File: config.mk
export PLATFORM = sky130hd
export DESIGN_NAME = seven_seg_scanner_flat
export DESIGN_NICKNAME = d
export VERILOG_FILES = /design/src/rtl/seven_seg_scanner_if.sv /design/src/rtl/seven_seg_scanner.sv /design/src/flat_wrapper.sv
export SDC_FILE = /design/constraint.sdc
export NUM_CORES = 1
export LEC_CHECK = 0
export BUFFER_PORTS_ARGS = -buffer_cell sky130_fd_sc_hd__buf_2
export CAP_MARGIN = 30
export CORE_AREA = 4 4 66 68
export CTS_CLUSTER_SIZE = 40
export DETAILED_ROUTE_END_ITERATION = 10
export DIE_AREA = 0 0 70 72
export HOLD_SLACK_MARGIN = 0.06
export PLACE_DENSITY = 0.72
export SYNTH_ARGS = -nofsm -noshare
export SYNTH_HDL_FRONTEND = slang
export SYNTH_SLANG_ARGS = --single-unit
File: constraint.sdc
create_clock -name i_clk -period 2 [get_ports i_clk]
set_input_delay 0.1 -clock i_clk [delete_from_list [all_inputs] [get_ports i_clk]]
set_output_delay 0.1 -clock i_clk [all_outputs]
set_load 0.1 [all_outputs]
File: src/rtl/seven_seg_scanner_if.sv
// seven_seg_scanner_if
//   Bundles the datapath-facing signals of the 7-segment scan controller.
//   master : datapath side (drives i_data / i_load / i_lz_en, observes outputs)
//   slave  : scanner side  (samples inputs, drives o_nibble / o_anode / o_frame)
//   i_data   4*DIGITS  packed hex value, nibble k shown on digit k
//   i_load   1         capture strobe for i_data
//   i_lz_en  1         leading-zero suppression enable
//   o_nibble 4         nibble of the selected digit (to the hex decoder)
//   o_anode  DIGITS    active-low digit enables
//   o_frame  1         pulse on the last cycle of the top digit's slot
interface seven_seg_scanner_if #(
    parameter int DIGITS = 4
);
    logic [4*DIGITS-1:0] i_data;
    logic                i_load;
    logic                i_lz_en;
    logic [3:0]          o_nibble;
    logic [DIGITS-1:0]   o_anode;
    logic                o_frame;

    modport master (
        output i_data, i_load, i_lz_en,
        input  o_nibble, o_anode, o_frame
    );

    modport slave (
        input  i_data, i_load, i_lz_en,
        output o_nibble, o_anode, o_frame
    );
endinterface

File: src/rtl/seven_seg_scanner.sv
// seven_seg_scanner
//   Time-multiplexed scan controller for a common-anode 7-segment display.
//   A shadow register captures the packed hex word on i_load; a slot counter
//   and digit index walk the digits, each held for SLOT_CYCLES clocks with
//   the first GUARD_CYCLES of every slot blanked to avoid ghosting.
//   i_clk  system clock
//   i_rst  synchronous active-high reset
//   bus    seven_seg_scanner_if.slave (data/load/lz_en in; nibble/anode/frame out)
module seven_seg_scanner #(
    parameter int DIGITS       = 4,
    parameter int SLOT_CYCLES  = 50000,
    parameter int GUARD_CYCLES = 16
) (
    input  logic                 i_clk,
    input  logic                 i_rst,
    seven_seg_scanner_if.slave   bus
);
    localparam int CW = (SLOT_CYCLES > 1) ? $clog2(SLOT_CYCLES) : 1;
    localparam int IW = $clog2(DIGITS);

    localparam logic [CW-1:0] CNT_LAST = CW'(SLOT_CYCLES - 1);
    localparam logic [IW-1:0] IDX_LAST = IW'(DIGITS - 1);

    logic [4*DIGITS-1:0] shadow;
    logic [CW-1:0]       cnt;
    logic [IW-1:0]       idx;

    logic                slot_end;
    logic                guard_done;
    logic [DIGITS-1:0]   supp;
    logic                upper_zero;
    logic [DIGITS-1:0]   anode_nxt;

    assign slot_end = (cnt == CNT_LAST);

    // The guard comparison is only built when there is a guard, so a zero
    // guard does not leave a constant-true compare behind.
    generate
        if (GUARD_CYCLES > 0) begin : g_guard
            assign guard_done = (cnt >= CW'(GUARD_CYCLES));
        end else begin : g_noguard
            assign guard_done = 1'b1;
        end
    endgenerate

    // Digit k is dark when every nibble from the top down to k is zero.
    // Scanning from the top keeps a running "all zero so far" flag; digit 0
    // is never part of the mask so a zero value still shows one "0".
    always_comb begin
        supp       = '0;
        upper_zero = 1'b1;
        for (int k = DIGITS - 1; k >= 1; k--) begin
            upper_zero = upper_zero && (shadow[4*k +: 4] == 4'd0);
            supp[k]    = bus.i_lz_en && upper_zero;
        end
    end

    always_comb begin
        anode_nxt = '1;
        if (guard_done && !supp[idx])
            anode_nxt[idx] = 1'b0;
    end

    always_ff @(posedge i_clk) begin
        if (i_rst) begin
            shadow       <= '0;
            cnt          <= '0;
            idx          <= '0;
            bus.o_nibble <= 4'd0;
            bus.o_anode  <= '1;
            bus.o_frame  <= 1'b0;
        end else begin
            // Load is independent of the scan position; a load landing on a
            // rollover shows up together with the new digit next cycle.
            if (bus.i_load)
                shadow <= bus.i_data;

            if (slot_end) begin
                cnt <= '0;
                idx <= (idx == IDX_LAST) ? '0 : idx + 1'b1;
            end else begin
                cnt <= cnt + 1'b1;
            end

            bus.o_nibble <= shadow[4*idx +: 4];
            bus.o_anode  <= anode_nxt;
            bus.o_frame  <= slot_end && (idx == IDX_LAST);
        end
    end
endmodule
File: src/flat_wrapper.sv
// flat-port wrapper written by rule: the top's interface ports become plain ports
module seven_seg_scanner_flat 
#(
    parameter int DIGITS       = 4,
    parameter int SLOT_CYCLES  = 50000,
    parameter int GUARD_CYCLES = 16
)
  (i_clk, i_rst, bus_i_data, bus_i_load, bus_i_lz_en, bus_o_nibble, bus_o_anode, bus_o_frame);
  seven_seg_scanner_if #(.DIGITS(DIGITS)) bus_i ();
  input  logic i_clk;
  input  logic i_rst;
  input wire logic [$bits(bus_i.i_data)-1:0] bus_i_data;
  input wire logic [$bits(bus_i.i_load)-1:0] bus_i_load;
  input wire logic [$bits(bus_i.i_lz_en)-1:0] bus_i_lz_en;
  output wire logic [$bits(bus_i.o_nibble)-1:0] bus_o_nibble;
  output wire logic [$bits(bus_i.o_anode)-1:0] bus_o_anode;
  output wire logic [$bits(bus_i.o_frame)-1:0] bus_o_frame;
  assign bus_i.i_data = bus_i_data;
  assign bus_i.i_load = bus_i_load;
  assign bus_i.i_lz_en = bus_i_lz_en;
  assign bus_o_nibble = bus_i.o_nibble;
  assign bus_o_anode = bus_i.o_anode;
  assign bus_o_frame = bus_i.o_frame;
  seven_seg_scanner #(.DIGITS(DIGITS), .SLOT_CYCLES(SLOT_CYCLES), .GUARD_CYCLES(GUARD_CYCLES)) u_core (.i_clk(i_clk), .i_rst(i_rst), .bus(bus_i));
endmodule
Word level (Yosys, flattened, before mapping)
Cells that the tools add are included.

Flip-flop bits (word level): 43. Latch bits: 0. RAM bits: 0. ROM bits: 0. Input bits: 20. Output and inout bits: 9. Logic and storage cells: 35. Memories: 0.

Add/sub/neg operators: 2. Multipliers: 0. Div/mod/pow operators: 0. $lt $le $gt $ge: 3. Equal/unequal tests: 2. Shift operators: 1. Mux-type cells: 5. Bitwise logic cells: 2. Reduce and logical (&&, ||, !) cells: 14.

Operators by type and width (count): adder 16 x 1 -> 16 bit, second input constant (1); equality test 16 bit, second input constant (1); >= comparator 16 x 5 -> 1 bit, second input constant (1); indexed part select 16 x 5 -> 4 bit (1); zero test 4 bit (3); logical AND 1 bit (8); inverter 4 bit (1); OR reduction 2 bit (2); less-than comparator 2 x 3 -> 1 bit, second input constant (1); adder 2 x 1 -> 2 bit, second input constant (1); binary-select mux 1 bit (select 2 bit) (1); demux 1 bit (select 2 bit) (1); equality test 2 bit, second input constant (1); >= comparator 2 x 1 -> 1 bit, second input constant (1); two-way mux 1 bit (2); two-way mux 2 bit (1); zero test 1 bit (1); inverter 1 bit (1).

Depth between registers and ports, before layout
Gate-level depths: netlist of run 1.

Depth after elaboration: 10. Gate-level depth with buffers: 6. Gate-level depth less buffers: 5.

Worst setup path before layout of run 1
OpenSTA, ideal clock, no wires.

Path kind: reg-to-reg. Start point: register u_core.cnt[10]. End point: register u_core.idx[0]. Arrival time: 1865 ps. Required time: 1929 ps. Slack: 65 ps. Stages on the path, launching flop included: 5. Buffers on the path: 0. Period minus slack after synthesis: 1935 ps. Cell sequence: dfxtp_1 or4_4 or4_4 or4_1 a21oi_1.

Cells in the longest elaborated chain, start to end: 1.

Ends and longest elaborated chain: start: declaration (line seven_seg_scanner.sv:25) `logic [CW-1:0] cnt;`; start signal: assignment (line seven_seg_scanner.sv:82) `cnt <= cnt + 1'b1;`; equality test 16 bit (line seven_seg_scanner.sv:34) `assign slot_end = (cnt == CNT_LAST);`; end signal: assignment (line seven_seg_scanner.sv:80) `idx <= (idx == IDX_LAST) ? '0 : idx + 1'b1;`; end: declaration (line seven_seg_scanner.sv:26) `logic [IW-1:0] idx;`.

Every way passes these cells. A chain may end at the register's enable or synchronous reset.

Final worst setup path of run 1
Start point: register u_core.cnt[13]. End point: register u_core.idx[0].

The elaborated chain is that of the path after synthesis.

==> impl_metrics.py, run 1 <==
metrics = {
    "global_routing": {
        "grt.busiest_layer": "met2",
        "met3_usage": 0.0429,
        "grt_pass1_vias": 1441,
        "gr-usage-met2": 0.288,
        "antenna_found_initial": 0,
        "overflow": 0,
        "grtUsageMet1": 0.179,
        "grt_pass1_wl_um": 6400,
        "grt_max_degree": 27,
        "grt_usage": 0.161,
    },
    "critical_path": {
        "crit_fanout": 4,
        "critPathTopFamily": "simple AND/OR/NAND/NOR gates",
        "path_class": "register to register",
        "cp_cell_sequence": "or4_4, or4_4, or4_1, a21oi_1",
        "reg2reg_slack_ns": 0.02,
        "crit_required_ns": 2.22,
        "crit_path_end_kind": "register",
        "start_kind": "register",
        "crit_top_cell": "or4_4",
        "max_stage_delay_ns": 0.53,
        "worst-path-buf-inv": 0,
        "crit_path_top_delay_cell": "or4_4",
        "crit_arrival_ns": 2.21,
    },
    "sta": {
        "clock_skew_ns": 0.00203,
        "finalHoldViolations": 0,
        "rsz0062_at_grt": "yes",
        "setup_ws_ns": 0.0154,
        "slew_violations": 0,
        "worst_pin_slew_ns": 0.486,
        "hold_ws_ns": 0.0728,
        "max_freq_mhz": 504,
        "max-slew-margin-rel": 0.676,
        "fin_crit_ns": 1.98,
        "final-setup-viol-count": 0,
        "fin_crit_sh": 0.992,
    },
    "detailed_routing": {
        "viasPerCell": 5.20,
        "wl_per_cell_um": 13.0,
        "vias": 1462,
        "drc": 0,
        "drt_iter0_drc": 62,
        "ant_nets": 0,
        "totalWireLength_um": 3660,
        "first_pass_iters": 4,
    },
    "placement": {
        "place_congestion": 0.814,
        "place_hpwl_um": 2530,
        "pre_cts_slack_ns": 0.0246,
        "io_buffer_count": 28,
        "place_area_mm2": 0.00202,
    },
    "clocking": {
        "clock_path_buffers": 2,
        "clk_latency_ns": 0.29,
        "cts_tree": "done",
        "cts_sinks": 43,
        "post_cts.repair.setup_buffers": 0,
        "cts_root_buffer": "clkbuf_8",
        "htree_levels": 2,
        "cts-buffers-inserted": 5,
        "cts.clk_slew.worst_paths_ns": 0.07,
    },
    "cells_and_area": {
        "drive_gt1_frac": 0.212,
        "seq_area_um2": 862,
        "syn2layout_area_growth_pct": 24.8,
        "diodes": 0,
        "multi_input_area_um2": 895,
        "fillers": 352,
        "utilization": 0.586,
        "stdcell_area_mm2": 0.00226,
        "final_nets": 257,
    },
    "synthesis": {
        "synthFlopType": "dfxtp_1",
        "netlist_area_mm2": 0.00181,
        "async_flop_share": 0,
        "synth_area_leaders": "dfxtp_1 48%, mux2i_1 8.8%, nor2_1 6.6%, mux4_2 5.0%, ha_1 4.1%",
        "yosysUniqueCellTypes": 29,
        "synth.most_common_cell": "dfxtp_1",
        "synthCells": 184,
        "ys_seq_area_frac": 0.475,
        "yosysWarnings": 0,
        "synth_common_cells": "43 x dfxtp_1, 32 x nor2_1, 16 x mux2i_1",
        "syn_avg_cell_area_um2": 9.85,
        "yosys.area.top_type": "dfxtp_1",
        "synthDominantCellAreaShare": 0.475,
        "synth_nets": 210,
        "ys_ff_latch": 43,
        "synth_edf_count": 0,
    },
    "die": {
        "dieWidth_um": 70,
        "die_height_um": 72,
        "dieArea_mm2": 0.00504,
        "rows": 23,
        "core_area_mm2": 0.00386,
        "initial_core_util": 0.470,
        "ios": 29,
    },
    "power_and_ir_drop": {
        "powerDensity_mw_per_mm2": 705,
        "leakage_nw": 0.925,
        "p_total_mw": 1.59,
        "ir_drop_uv": 400,
    },
    "run_status": {
        "status": "completed",
    },
    "run": {
        "maxCapViolCount": 0,
    },
    "hold_path": {
        "hp-class": "primary input to register",
    },
}
-- cell families after synthesis --
family                   after synthesis  synth area share
AND/OR/NAND/NOR                       76             0.217
AO/OA/AOI/OAI                         12            0.0394
adder cells (fa/ha/maj)                6            0.0414
multiplexers                          20             0.138
XOR/XNOR                              12            0.0580
buffers and inverters                 15            0.0311
flip-flops                            43             0.475
-- stage by stage --
step | setup TNS [ns] | instances
CTS | 0 | 281
global placement | 0 | 259
floorplan | 0 | 184
detailed placement | 0 | 259
global route | -0.0163 | 281
finish | 0 | 281
-- cells in the final DEF, fill, tap and decap left out, drive strengths merged --
master,synthesis,final
o31ai,2,2
xnor2,7,7
nand2,3,3
nor2,32,32
o211ai,1,1
nor4,5,5
a31oi,1,1
and3,2,2
buf,0,33
nand3,11,11
clkbuf,8,6
and4,1,1
nor4b,1,1
clkinv,0,1
ha,6,6
dlygate4sd3,0,15
nor3,3,3
a21o,1,1
mux4,4,4
inv,7,7
nand4,5,5
o21ai,2,2
mux2i,16,16
or2,1,1
xor2,5,5
dfxtp,43,43
or4,7,7
a21oi,5,5
nor2b,4,4
or3,1,1
-- report_power, final --
group	internal, mW	total, mW	switching [mW]
combinational	0.0724	0.147	0.0743
clock	0.271	0.544	0.273
sequential	0.883	0.903	0.0198
-- final cells by class --
class,count,area share
Multi-Input combinational cell,126,0.396
Sequential cell,43,0.381
Timing Repair Buffer,48,0.145
Clock buffer,6,0.0365
Tap cell,50,0.0277
Inverter,7,0.0116
Clock inverter,1,0.00221
-- sequential cells by signal, indices dropped and copies added, names as in the netlist --
| register | count |
|---|---|
| u_core.shadow | 16 |
| u_core.bus.o_nibble | 4 |
| u_core.idx | 2 |
| u_core.cnt | 16 |
| u_core.bus.o_anode | 4 |
| u_core.bus.o_frame | 1 |
-- metal layers --
| metal | share of wire | up-vias |
|---|---|---|
| met4 | 0.018 | 0 |
| li1 | - | 742 |
| met1 | 0.44 | 688 |
| met5 | 0 | - |
| met2 | 0.50 | 25 |
| met3 | 0.045 | 7 |
-- worst min-delay path: cells and delay by family --
kind / cells / cell delay (ns)
buf+inv: 1 / 0.09
simple gates: 1 / 0.08
mux: 1 / 0.07
-- path summary, 6_finish.rpt --
| check | startpoint | to | cells past startpoint |
|---|---|---|---|
| min reg2reg | u_core.cnt[0]$_SDFF_PP0_ | u_core.cnt[0]$_SDFF_PP0_ | 1 |
| max | u_core.cnt[13]$_SDFF_PP0_ | u_core.idx[0]$_SDFFE_PP0P_ | 4 |
| min | bus_i_data[9] | u_core.shadow[9]$_SDFFE_PP0P_ | 3 |
| max reg2reg | u_core.cnt[13]$_SDFF_PP0_ | u_core.idx[0]$_SDFFE_PP0P_ | 4 |
-- repair_timing --
item / CTS / global route
endpoints found under the setup margin: 1 / 1
pin swaps: 1 / 0
hold buffers: 15 / 0
gates resized for setup: 1 / 0
hold endpoints to repair: 15 / 0
(Power assumes the default switching activity.)
==> run 2: changes to the inputs <==
CORE_AREA = 4 4 63 65   (was 4 4 66 68)
DIE_AREA = 0 0 67 69   (was 0 0 70 72)
PLACE_DENSITY = 0.75   (was 0.72)
SKIP_CTS_REPAIR_TIMING = 1   (was not set)
clock period = 2.2 ns   (was 2 ns; I/O delays follow)
==> run 2 against run 1 <==
Compared with the run above: final cell count shrank 2.5%; sequential share of layout area grew 1.1 points; critical path depth is the same; die area shrank 8.3%; fmax shrank 3.3%; combinational power shrank 8%; critical endpoint unchanged.
==> impl_metrics.py, run 2 (same netlist as run 1, synthesis figures left out) <==
metrics = {
    "cells_and_area": {
        "layout_commonest_cell": "dfxtp_1",
        "layout_common_cells": "43 x dfxtp_1, 32 x nor2_1, 28 x buf_2",
        "reg_top3": "u_core.cnt (16), u_core.shadow (16)",
        "drive_gt1_frac": 0.189,
        "diodes": 0,
        "syn2layout_area_growth_pct": 21.2,
        "final_nets": 255,
    },
    "power_and_ir_drop": {
        "p_sw_mw": 0.309,
        "sequentialPowerShare": 0.636,
        "swShare": 0.239,
        "p_clk_frac": 0.260,
        "p_total_mw": 1.29,
        "pwr-share-comb": 0.105,
        "leakage_nw": 0.891,
        "ir_drop_uv": 376,
        "powerDensity_mw_per_mm2": 589,
        "intPower_mw": 0.984,
    },
    "die": {
        "initial_core_util": 0.543,
        "ios": 29,
        "die_height_um": 69,
        "dieArea_mm2": 0.00462,
        "dieWidth_um": 67,
        "rows": 21,
        "core_area_mm2": 0.00334,
    },
    "sta": {
        "slew_violations": 0,
        "clock_skew_ns": 0.0143,
        "max-slew-margin-rel": 0.677,
        "fin_crit_ns": 2.05,
        "max_freq_mhz": 487,
        "worst_pin_slew_ns": 0.488,
        "final-setup-viol-count": 0,
        "fin_crit_sh": 0.933,
        "rsz0062_at_grt": "no",
        "finalHoldViolations": 0,
        "fin_tns_setup_ns": 0,
    },
    "detailed_routing": {
        "wl_per_cell_um": 13.6,
        "drt_iter0_drc": 98,
        "drc": 0,
        "vias": 1466,
        "viasPerCell": 5.35,
        "first_pass_iters": 4,
        "ant_nets": 0,
        "totalWireLength_um": 3710,
    },
    "hold_path": {
        "hp-start": "bus_i_lz_en",
        "hp-class": "primary input to register",
        "worst_hold_path.num_cells": 3,
    },
    "global_routing": {
        "grt_usage": 0.165,
        "grt_max_degree": 27,
        "overflow": 0,
        "antenna_found_initial": 0,
        "grt_pass1_wl_um": 5930,
        "grt_pass1_vias": 1406,
    },
    "critical_path": {
        "crit_fanout": 6,
        "r2r-start": "u_core.cnt[10]$_SDFF_PP0_",
        "crit_path_end_kind": "register",
        "crit_required_ns": 2.47,
        "start_kind": "register",
        "crit_arrival_ns": 2.33,
        "reg2regPathDepth": 4,
        "path_class": "register to register",
        "startpoint": "u_core.cnt[10]$_SDFF_PP0_",
    },
    "placement": {
        "io_buffer_count": 28,
        "place_congestion": 0.936,
        "place_hpwl_um": 2630,
    },
    "clocking": {
        "cts_sinks": 43,
        "cts_root_buffer": "clkbuf_4",
        "cts_tree": "done",
        "cts.clk_slew.worst_paths_ns": 0.11,
        "clk_latency_ns": 0.34,
        "clock_path_buffers": 2,
        "cts-buffers-inserted": 5,
        "htree_levels": 2,
    },
    "run": {
        "maxCapViolCount": 0,
    },
    "run_status": {
        "status": "completed",
    },
}
## run 2: worst max-delay path, cell delays in order, from the launching register on
cell     delay, ns
dfxtp_1       0.37
or4_4         0.53
or4_4         0.44
or4_1         0.48
a21oi_1       0.16
## run 2: layout make-up
class / instances / area, um2
Clock buffer: 6 / 41.3
Fill cell: 276 / 1140
Inverter: 7 / 26.3
Multi-Input combinational cell: 126 / 895
Sequential cell: 43 / 861
Tap cell: 46 / 57.6
Timing Repair Buffer: 46 / 315
## run 2: routing by layer
layer,vias to the layer above,routed length (um),GRT usage
met5,-,0,0
met4,0,85,0.0676
met3,9,228,0.0584
met2,40,1830,0.263
met1,682,1570,0.197
li1,735,-,-
## run 2: final timing paths
path	end	slack [ns]
worst max-delay path	u_core.idx[0]$_SDFFE_PP0P_	0.15
worst min-delay path	u_core.bus.o_anode[0]$_SDFF_PP1_	0.13
worst max register to register	u_core.idx[0]$_SDFFE_PP0P_	0.15
worst min register to register	u_core.cnt[0]$_SDFF_PP0_	0.49
## run 2: metrics by stage
stage               cell area (um2)  hold WS [ns]  cells   util  setup slack (ns)
floorplan                      1810         0.257    184      -             0.265
global placement               1990         0.343    252  0.598             0.234
detailed placement             1990         0.358    252  0.598             0.174
CTS                            2040       -0.0112    258  0.610             0.144
global route                   2200         0.150    274  0.658            0.0728
finish                         2200         0.131    274  0.658             0.148
## run 2: power by group through the flow
stage | clock network (mW) | logic [mW] | registers (mW)
finish | 0.336 | 0.135 | 0.822
global route | 0.377 | 0.147 | 0.826
CTS | 0.347 | 0.113 | 0.821
detailed placement | 0 | 0.113 | 0.839
global placement | 0 | 0.109 | 0.838
floorplan | 0 | 0.0618 | 0.854
==> run 3: changes to the inputs <==
CORE_AREA = 8 8 67 69   (was 4 4 63 65)
DIE_AREA = 0 0 75 77   (was 0 0 67 69)
==> run 3 against run 2 <==
Compared with the run above: sequential cell count unchanged; wire length increased by 0.73%; utilization shrank 1.6 points; clock skew grew 0.0053 ns; non-clock buffer count unchanged; first-iteration DRC count is 11% lower; combinational power about the same; sequential share of layout area fell by 0.85 points; largest power group unchanged.
==> impl_metrics.py, run 3 (same netlist as run 1, synthesis figures left out) <==
metrics = {
    "global_routing": {
        "grt_pass1_vias": 1312,
        "overflow": 0,
        "grt_pass1_wl_um": 5750,
        "antenna_found_initial": 1,
        "grt_usage": 0.122,
        "grt_max_degree": 27,
    },
    "power_and_ir_drop": {
        "powerDensity_mw_per_mm2": 653,
        "ir_drop_uv": 504,
        "leakage_nw": 0.912,
    },
    "critical_path": {
        "critPathTopFamily": "simple AND/OR/NAND/NOR gates",
        "max_stage_delay_ns": 0.53,
        "crit_required_ns": 2.47,
        "worst-path-buf-inv": 0,
        "crit_top_cell": "or4_4",
        "start_kind": "register",
        "crit_path_end_kind": "register",
        "cp_cell_sequence": "or4_4, or4_4, or4_1, a21oi_1",
        "crit_path_top_delay_cell": "or4_4",
        "path_class": "register to register",
        "crit_fanout": 6,
        "crit_arrival_ns": 2.31,
    },
    "sta": {
        "rsz0062_at_grt": "no",
        "fin_tns_setup_ns": 0,
        "finalHoldViolations": 0,
        "setup_ws_ns": 0.165,
        "clock_skew_ns": 0.0196,
        "final-setup-viol-count": 0,
        "fin_crit_sh": 0.925,
        "worst_pin_slew_ns": 0.496,
        "max_freq_mhz": 491,
        "max-slew-margin-rel": 0.672,
        "slew_violations": 0,
        "fin_crit_ns": 2.03,
    },
    "clocking": {
        "clk_latency_ns": 0.35,
        "cts_root_buffer": "clkbuf_4",
        "htree_levels": 2,
        "cts.clk_slew.worst_paths_ns": 0.14,
        "cts_tree": "done",
        "clock_path_buffers": 2,
        "cts-buffers-inserted": 5,
        "cts_sinks": 43,
    },
    "run_status": {
        "status": "completed",
    },
    "run": {
        "maxCapViolCount": 0,
    },
    "hold_path": {
        "hp-class": "primary input to register",
    },
    "cells_and_area": {
        "seq_area_um2": 861,
        "drive_gt1_frac": 0.200,
        "reg_top3": "u_core.cnt (16), u_core.shadow (16)",
        "stdcell_area_mm2": 0.00224,
        "utilization": 0.642,
        "final_nets": 255,
        "layout_commonest_cell": "dfxtp_1",
        "layout_common_cells": "43 x dfxtp_1, 32 x nor2_1, 28 x buf_2",
        "multi_input_area_um2": 895,
        "syn2layout_area_growth_pct": 23.9,
        "instances_no_fill": 279,
        "fillers": 275,
    },
    "die": {
        "dieWidth_um": 75,
        "core_area_mm2": 0.00350,
        "rows": 22,
        "initial_core_util": 0.518,
        "die_height_um": 77,
        "ios": 29,
        "dieArea_mm2": 0.00578,
    },
    "placement": {
        "place_hpwl_um": 2480,
        "pre_cts_slack_ns": 0.203,
        "place_area_mm2": 0.00200,
        "dp_cells": 254,
        "io_buffer_count": 28,
        "place_congestion": 0.820,
    },
    "detailed_routing": {
        "wl_per_cell_um": 13.4,
        "drc": 0,
        "drt_iter0_drc": 87,
        "vias": 1451,
        "totalWireLength_um": 3740,
        "viasPerCell": 5.20,
        "first_pass_iters": 4,
        "ant_nets": 0,
    },
}
## run 3: worst reg2reg max path: cells and delay by family, from the launching register on
kind            cells  cell delay, ns
compound gates      1            0.15
flops               1            0.38
simple gates        3            1.45
## run 3: final timing paths
| path | from | endpoint | slack [ns] | cells after the start |
|---|---|---|---|---|
| worst max register to register | u_core.cnt[10]$_SDFF_PP0_ | u_core.idx[0]$_SDFFE_PP0P_ | 0.17 | 4 |
| worst min-delay path | bus_i_lz_en | u_core.bus.o_anode[2]$_SDFF_PP1_ | 0.1 | 3 |
| worst min register to register | u_core.cnt[0]$_SDFF_PP0_ | u_core.cnt[0]$_SDFF_PP0_ | 0.49 | 1 |
| worst max-delay path | u_core.cnt[10]$_SDFF_PP0_ | u_core.idx[0]$_SDFFE_PP0P_ | 0.17 | 4 |
## run 3: report_power, final
part	leakage, nW	switching (mW)	internal [mW]
clock network	0.0458	0.263	0.245
registers	0.351	0.0188	0.804
logic	0.515	0.0685	0.0659
total	0.912	0.351	1.11
## run 3: layer usage
| metal | track usage | wire, um | vias to the layer above |
|---|---|---|---|
| met2 | 0.202 | 1850 | 28 |
| met3 | 0.0338 | 195 | 6 |
| li1 | - | - | 741 |
| met1 | 0.145 | 1640 | 676 |
| met5 | 0 | 0 | - |
| met4 | 0.0412 | 59 | 0 |
## run 3: metrics by stage
| step | hold WS (ns) | power, mW |
|---|---|---|
| 5_1_grt | 0.146 | 1.53 |
| 6_report | 0.0975 | 1.47 |
| 2_1_floorplan | 0.257 | 0.915 |
| 3_3_place_gp | 0.343 | 0.948 |
| 4_1_cts | -0.0184 | 1.45 |
| 3_5_place_dp | 0.352 | 0.950 |
## run 3: layout make-up
type                       instances  share of cell area
inverter                           7              0.0117
timing repair buffer              46               0.140
clock buffer                       5              0.0167
tap                               48              0.0268
clock inverter                     3              0.0212
sequential                        43               0.384
multi-input combinational        126               0.399
antenna                            1             0.00111
